--- config.mk ---
export PLATFORM = sky130hd
export DESIGN_NAME = seq_detector_param
export DESIGN_NICKNAME = d
export VERILOG_FILES = /design/src/rtl/seq_det_pkg.sv /design/src/rtl/seq_detector_param_sat_counter.sv /design/src/rtl/seq_detector_param.sv
export SDC_FILE = /design/constraint.sdc
export NUM_CORES = 1
export LEC_CHECK = 0
export CAP_MARGIN = 30
export CORE_UTILIZATION = 52
export DETAILED_ROUTE_END_ITERATION = 6
export PLACE_DENSITY = 0.84
export RECOVER_POWER = 25
export SETUP_SLACK_MARGIN = 0.05
export SLEW_MARGIN = 20
export SYNTH_ARGS = -nofsm -noshare
export SYNTH_HDL_FRONTEND = slang
export SYNTH_HIERARCHICAL = 1
export SYNTH_SLANG_ARGS = --single-unit
--- constraint.sdc ---
create_clock -name clk -period 3.9 [get_ports clk]
set_input_delay 0.585 -clock clk [delete_from_list [all_inputs] [get_ports clk]]
set_output_delay 0.585 -clock clk [all_outputs]
set_load 0.02 [all_outputs]
--- src/rtl/seq_det_pkg.sv ---
// Shared constants and types for the parametrised serial pattern detector.
package seq_det_pkg;

    localparam logic [3:0] DEF_PATTERN = 4'b1011;

    typedef enum logic {
        NON_OVERLAP = 1'b0,
        OVERLAP     = 1'b1
    } overlap_mode_e;

    // Width of the fill counter, which saturates at pattern_w-1.
    function automatic int fill_w(input int pattern_w);
        return $clog2(pattern_w);
    endfunction

endpackage

--- src/rtl/seq_detector_param_sat_counter.sv ---
// Saturating up-counter with synchronous clear; clear and increment together yield 1.
module sat_counter
    import seq_det_pkg::*;
#(
    parameter int W = 8
) (
    input  logic         clk,
    input  logic         rst_n,
    input  logic         inc,
    input  logic         clr,
    output logic [W-1:0] cnt,
    output logic         sat
);

    logic [W-1:0] cnt_q;
    logic [W-1:0] cnt_d;

    assign cnt = cnt_q;
    assign sat = &cnt_q;

    always_comb begin
        cnt_d = cnt_q;
        if (clr) begin
            cnt_d = inc ? W'(1) : '0;
        end else if (inc && !sat) begin
            cnt_d = cnt_q + W'(1);
        end
    end

    always_ff @(posedge clk) begin
        if (!rst_n) begin
            cnt_q <= '0;
        end else begin
            cnt_q <= cnt_d;
        end
    end

endmodule

--- src/rtl/seq_detector_param.sv ---
// Runtime-loadable serial pattern detector with Mealy/registered match and saturating count.
// Optional SEQDET_MASK_EN adds a per-bit don't-care mask loaded with the pattern.
module seq_detector_param
    import seq_det_pkg::*;
#(
    parameter int                   PATTERN_W = 4,
    parameter logic [PATTERN_W-1:0] PATTERN   = DEF_PATTERN,
    parameter int                   CNT_W     = 8
) (
    input  logic                 clk,
    input  logic                 rst_n,
    input  logic                 in_valid,
    input  logic                 in_bit,
    input  logic                 pat_load,
    input  logic [PATTERN_W-1:0] pat_in,
`ifdef SEQDET_MASK_EN
    input  logic [PATTERN_W-1:0] mask_in,
`endif
    input  logic                 overlap_en,
    input  logic                 cnt_clr,
    output logic                 match,
    output logic                 match_q,
    output logic [CNT_W-1:0]     match_cnt,
    output logic                 cnt_sat
);

    localparam int                FILL_W   = fill_w(PATTERN_W);
    localparam logic [FILL_W-1:0] FILL_MAX = FILL_W'(PATTERN_W - 1);

    // Stream beat: in_bit is consumed on every cycle with in_valid=1 and pat_load=0;
    // there is no back-pressure. pat_load wins over in_valid and drops that cycle's bit.
    logic [PATTERN_W-1:0] pattern_q, pattern_d;
    logic [PATTERN_W-2:0] hist_q, hist_d;
    logic [FILL_W-1:0]    fill_q, fill_d;
    logic [PATTERN_W-1:0] window;
    logic                 accept;
    logic                 full;
    logic                 hit;
    overlap_mode_e        mode;

`ifdef SEQDET_MASK_EN
    logic [PATTERN_W-1:0] mask_q, mask_d;
`endif

    always_comb begin
        window    = {hist_q, in_bit};
        accept    = in_valid & ~pat_load;
        full      = (fill_q == FILL_MAX);
        mode      = overlap_mode_e'(overlap_en);
`ifdef SEQDET_MASK_EN
        hit       = (((window ^ pattern_q) & mask_q) == '0);
        mask_d    = mask_q;
`else
        hit       = (window == pattern_q);
`endif
        match     = rst_n & accept & full & hit;
        pattern_d = pattern_q;
        hist_d    = hist_q;
        fill_d    = fill_q;

        if (pat_load) begin
            pattern_d = pat_in;
            hist_d    = '0;
            fill_d    = '0;
`ifdef SEQDET_MASK_EN
            mask_d    = mask_in;
`endif
        end else if (in_valid) begin
            if (match && (mode == NON_OVERLAP)) begin
                hist_d = '0;
                fill_d = '0;
            end else begin
                hist_d = window[PATTERN_W-2:0];
                fill_d = full ? fill_q : fill_q + FILL_W'(1);
            end
        end
    end

    always_ff @(posedge clk) begin
        if (!rst_n) begin
            pattern_q <= PATTERN;
            hist_q    <= '0;
            fill_q    <= '0;
            match_q   <= 1'b0;
`ifdef SEQDET_MASK_EN
            mask_q    <= '1;
`endif
        end else begin
            pattern_q <= pattern_d;
            hist_q    <= hist_d;
            fill_q    <= fill_d;
            match_q   <= match;
`ifdef SEQDET_MASK_EN
            mask_q    <= mask_d;
`endif
        end
    end

    sat_counter #(.W(CNT_W)) u_match_cnt (
        .clk   (clk),
        .rst_n (rst_n),
        .inc   (match),
        .clr   (cnt_clr),
        .cnt   (match_cnt),
        .sat   (cnt_sat)
    );

endmodule

==> results by group <==
Status
  • Outcome: complete, no violations

Min path
  • Hold WC Path Type: register to register

Setup path
  • CP Data Required Time: between 3 and 4 ns
  • Crit Path Class: input pin to output pin
  • CP delay by family, top: buffers and inverters
  • CP bufs+invs: 2
  • Startpoint Class: input pin
  • Max stage delay on crit path: about 0.65 ns
  • Arr. time, crit path: between 2 and 3 ns
  • Crit-path cells: dlygate4sd3_1 > nor2b_1 > nand4_1 > nor2_1 > clkdlybuf4s50_1
  • CP max stage cell: dlygate4sd3_1
  • CP max FO: 12
  • Setup crit end kind: output pin

Yosys
  • Synthesized instance count: 106
  • Predominant post-synthesis flop cell: dfxtp_1
  • Top cell type by total area after synthesis: dfxtp_1
  • #FFs+latches synth: 18
  • Sequential share of the synthesized area: 37.5%
  • Asr flop ratio synth: 0%
  • EDFF count, synth: 0
  • Top post-synthesis cells by area: dfxtp_1 37%, mux2i_1 7.3%, nand2_1 3.9%
  • Mapped Nets: 119
  • Distinct cells, synth: 36
  • Synthesis Warnings: 6
  • Synth top area share: 37.5%
  • Top cells by count, synth: 18 x dfxtp_1, 10 x nand2_1, 7 x mux2i_1, 7 x nand3_1, 6 x nand4_1
  • Cell area after synthesis: approximately 960 um^2
  • Avg Cell Area, Syn: 9.08 um^2
  • Most common cell in the netlist: dfxtp_1

Die
  • DIE AREA: just over 2000 um^2
  • Row count: 15
  • Die Y-Extent: 45.0 um
  • Initial core utilization: 55.7%
  • I/O pin count: 22
  • Die extent in x: 45.0 um
  • Core area: approximately 1700 um^2

Placed design
  • HPWL Detailed: 1.51 mm
  • Placer Congestion: 0.856
  • Port buffer count: 21
  • Pre-CTS worst setup slack: 0.685 ns

GRT
  • First-pass GRT wire length: ~3.2 mm
  • Antenna violations before repair: 0
  • Pin count of the biggest net entering global routing: 13
  • GR Util met1: 24.5%
  • GRT overflow: 0
  • GRT met3 Usage: under 10%
  • Grt met2 use: 38.8%
  • Vias in the first global route: 805
  • Grt peak-use layer: met2
  • Total track usage: 21.6%

CTS
  • Setup bufs post-CTS: 0
  • Post-CTS sizing: 0
  • CTS clk-pin slew, worst paths: 0.10 ns
  • Clk buf depth: 2
  • CTS Hold Bufs: 0
  • Worst-skew pair later-pin latency: 0.29 ns
  • TritonCTS buffer count: 3
  • # clock sinks: 18
  • CTS Root Cell: clkbuf_4
  • Htree depth: 1
  • CTS tree: done

Job
  • Max Cap Viol: 0

Route
  • Wire length per cell: around 13 um
  • Final wirelength: slightly below 2 mm
  • First-pass detailed-route iteration total: 4
  • 1st-iter DRT viols: 11
  • DRT antenna net count: 0
  • Routed vias: between 800 and 900
  • Final routed DRC violation total: 0
  • DR vias/cell: 5.66

Pwr
  • Reg power frac: 56.8%
  • Peak supply drop: roughly 0.23 mV
  • Switching fraction of total power: 22.0%
  • Leakage power: 0.401 nW
  • Logic pwr share: 9.2%
  • P_int: 0.261 mW
  • Total chip power: 0.335 mW
  • Pwr/cell area: 281 nW/um^2
  • Switching power total: 0.0736 mW
  • Clock share of power: 34.1%

Layout
  • Core Util, Final: 69.1%
  • Nets: 140
  • Share of layout cells above drive strength 1: 7.94%
  • ANT cells: 0
  • Area delta synth->final: 24.1%

STA
  • Final WS setup: 0.435 ns
  • Final Max Tran Viols: 0
  • Worst slew margin: about 55%
  • Fin Hold WS: 0.496 ns
  • Skew final: between 0.0015 and 0.002 ns
  • Fin crit period: roughly 3.5 ns
  • Final Cycle Share: roughly nine tenths
  • Highest clock rate: between 200 and 300 MHz
  • Worst slew pin tran: 0.673 ns
  • Final setup viols: 0
  • Final Hold Fails: 0
  • RSZ-0062 raised after global routing: false
  • Fin Setup TNS: 0 ns
-- layout make-up --
type                       instances  area, um^2
sequential                        18         360
clock buffer                       4        36.3
tap                               25        31.3
inverter                           4        15.0
fill                             150         533
timing repair buffer              22         218
multi-input combinational         78         533
-- cell usage in the layout, fill, tap and decap left out, drive strengths merged, types with 2 or more instances in the layout --
cell,Yosys,routed
a211oi,2,2
mux2i,7,7
nor2,2,2
nand2b,4,4
a21oi,3,3
nand3,8,8
nand2,10,10
nand4,6,6
clkdlybuf4s50,0,18
nor4,2,2
dlygate4sd3,0,3
nor2b,3,3
ha,2,2
xnor2,4,4
nor3,4,4
o21ai,5,5
clkbuf,0,4
nor3b,2,2
dfxtp,18,18
inv,4,4
nand3b,3,3
-- worst paths after layout --
kind,depth (start not counted),to,startpoint,slack [ns]
worst max-delay path,5,match,pat_load,0.44
worst min-delay path,2,fill_q[1],fill_q[1],0.50
worst max register to register,7,u_match_cnt/cnt[7],hist_q[0],2.17
worst min register to register,2,fill_q[1],fill_q[1],0.50
-- flip-flops by register name (all words and copies together), names as in the netlist --
register	count
fill_q	2
hist_q	3
match_q	1
pattern_q	4
u_match_cnt/cnt	8
-- worst min-delay path, delay by kind of cell, from the launching register on --
family           cells  cell delay, ns
multiplexers         1            0.07
AND/OR/NAND/NOR      1            0.06
flip-flops           1            0.33
-- metrics by stage --
step / area, um^2 / instances
floorplan: 962 / 106
global placement: 1160 / 147
detailed placement: 1160 / 147
CTS: 1200 / 151
global route: 1190 / 151
finish: 1190 / 151
-- power groups by stage --
stage	Clock [mW]	Combinational, mW	Sequential, mW
floorplan	0	0.0170	0.194
global placement	0	0.0299	0.194
detailed placement	0	0.0311	0.194
CTS	0.119	0.0313	0.190
global route	0.124	0.0338	0.191
finish	0.114	0.0307	0.190
-- per-layer routing --
layer | part of all wire (%) | up-vias | routed length [um]
li1 | - | 427 | -
met1 | 42 | 396 | 800
met2 | 54 | 29 | 1030
met3 | 4.2 | 2 | 81
met4 | 0.67 | 0 | 13
met5 | 0 | - | 0
-- cell families (layout without fill, tap and decap cells) --
logic type / Yosys count / in the layout / synth area share [%]
flops: 18 / 18 / 37.5
buf+inv: 10 / 30 / 6.89
simple gates: 48 / 48 / 29.0
compound gates: 17 / 17 / 13.1
xor+xnor: 4 / 4 / 3.64
fa+ha+maj: 2 / 2 / 2.60
mux: 7 / 7 / 7.28
Power figures use the tool's default switching activity.
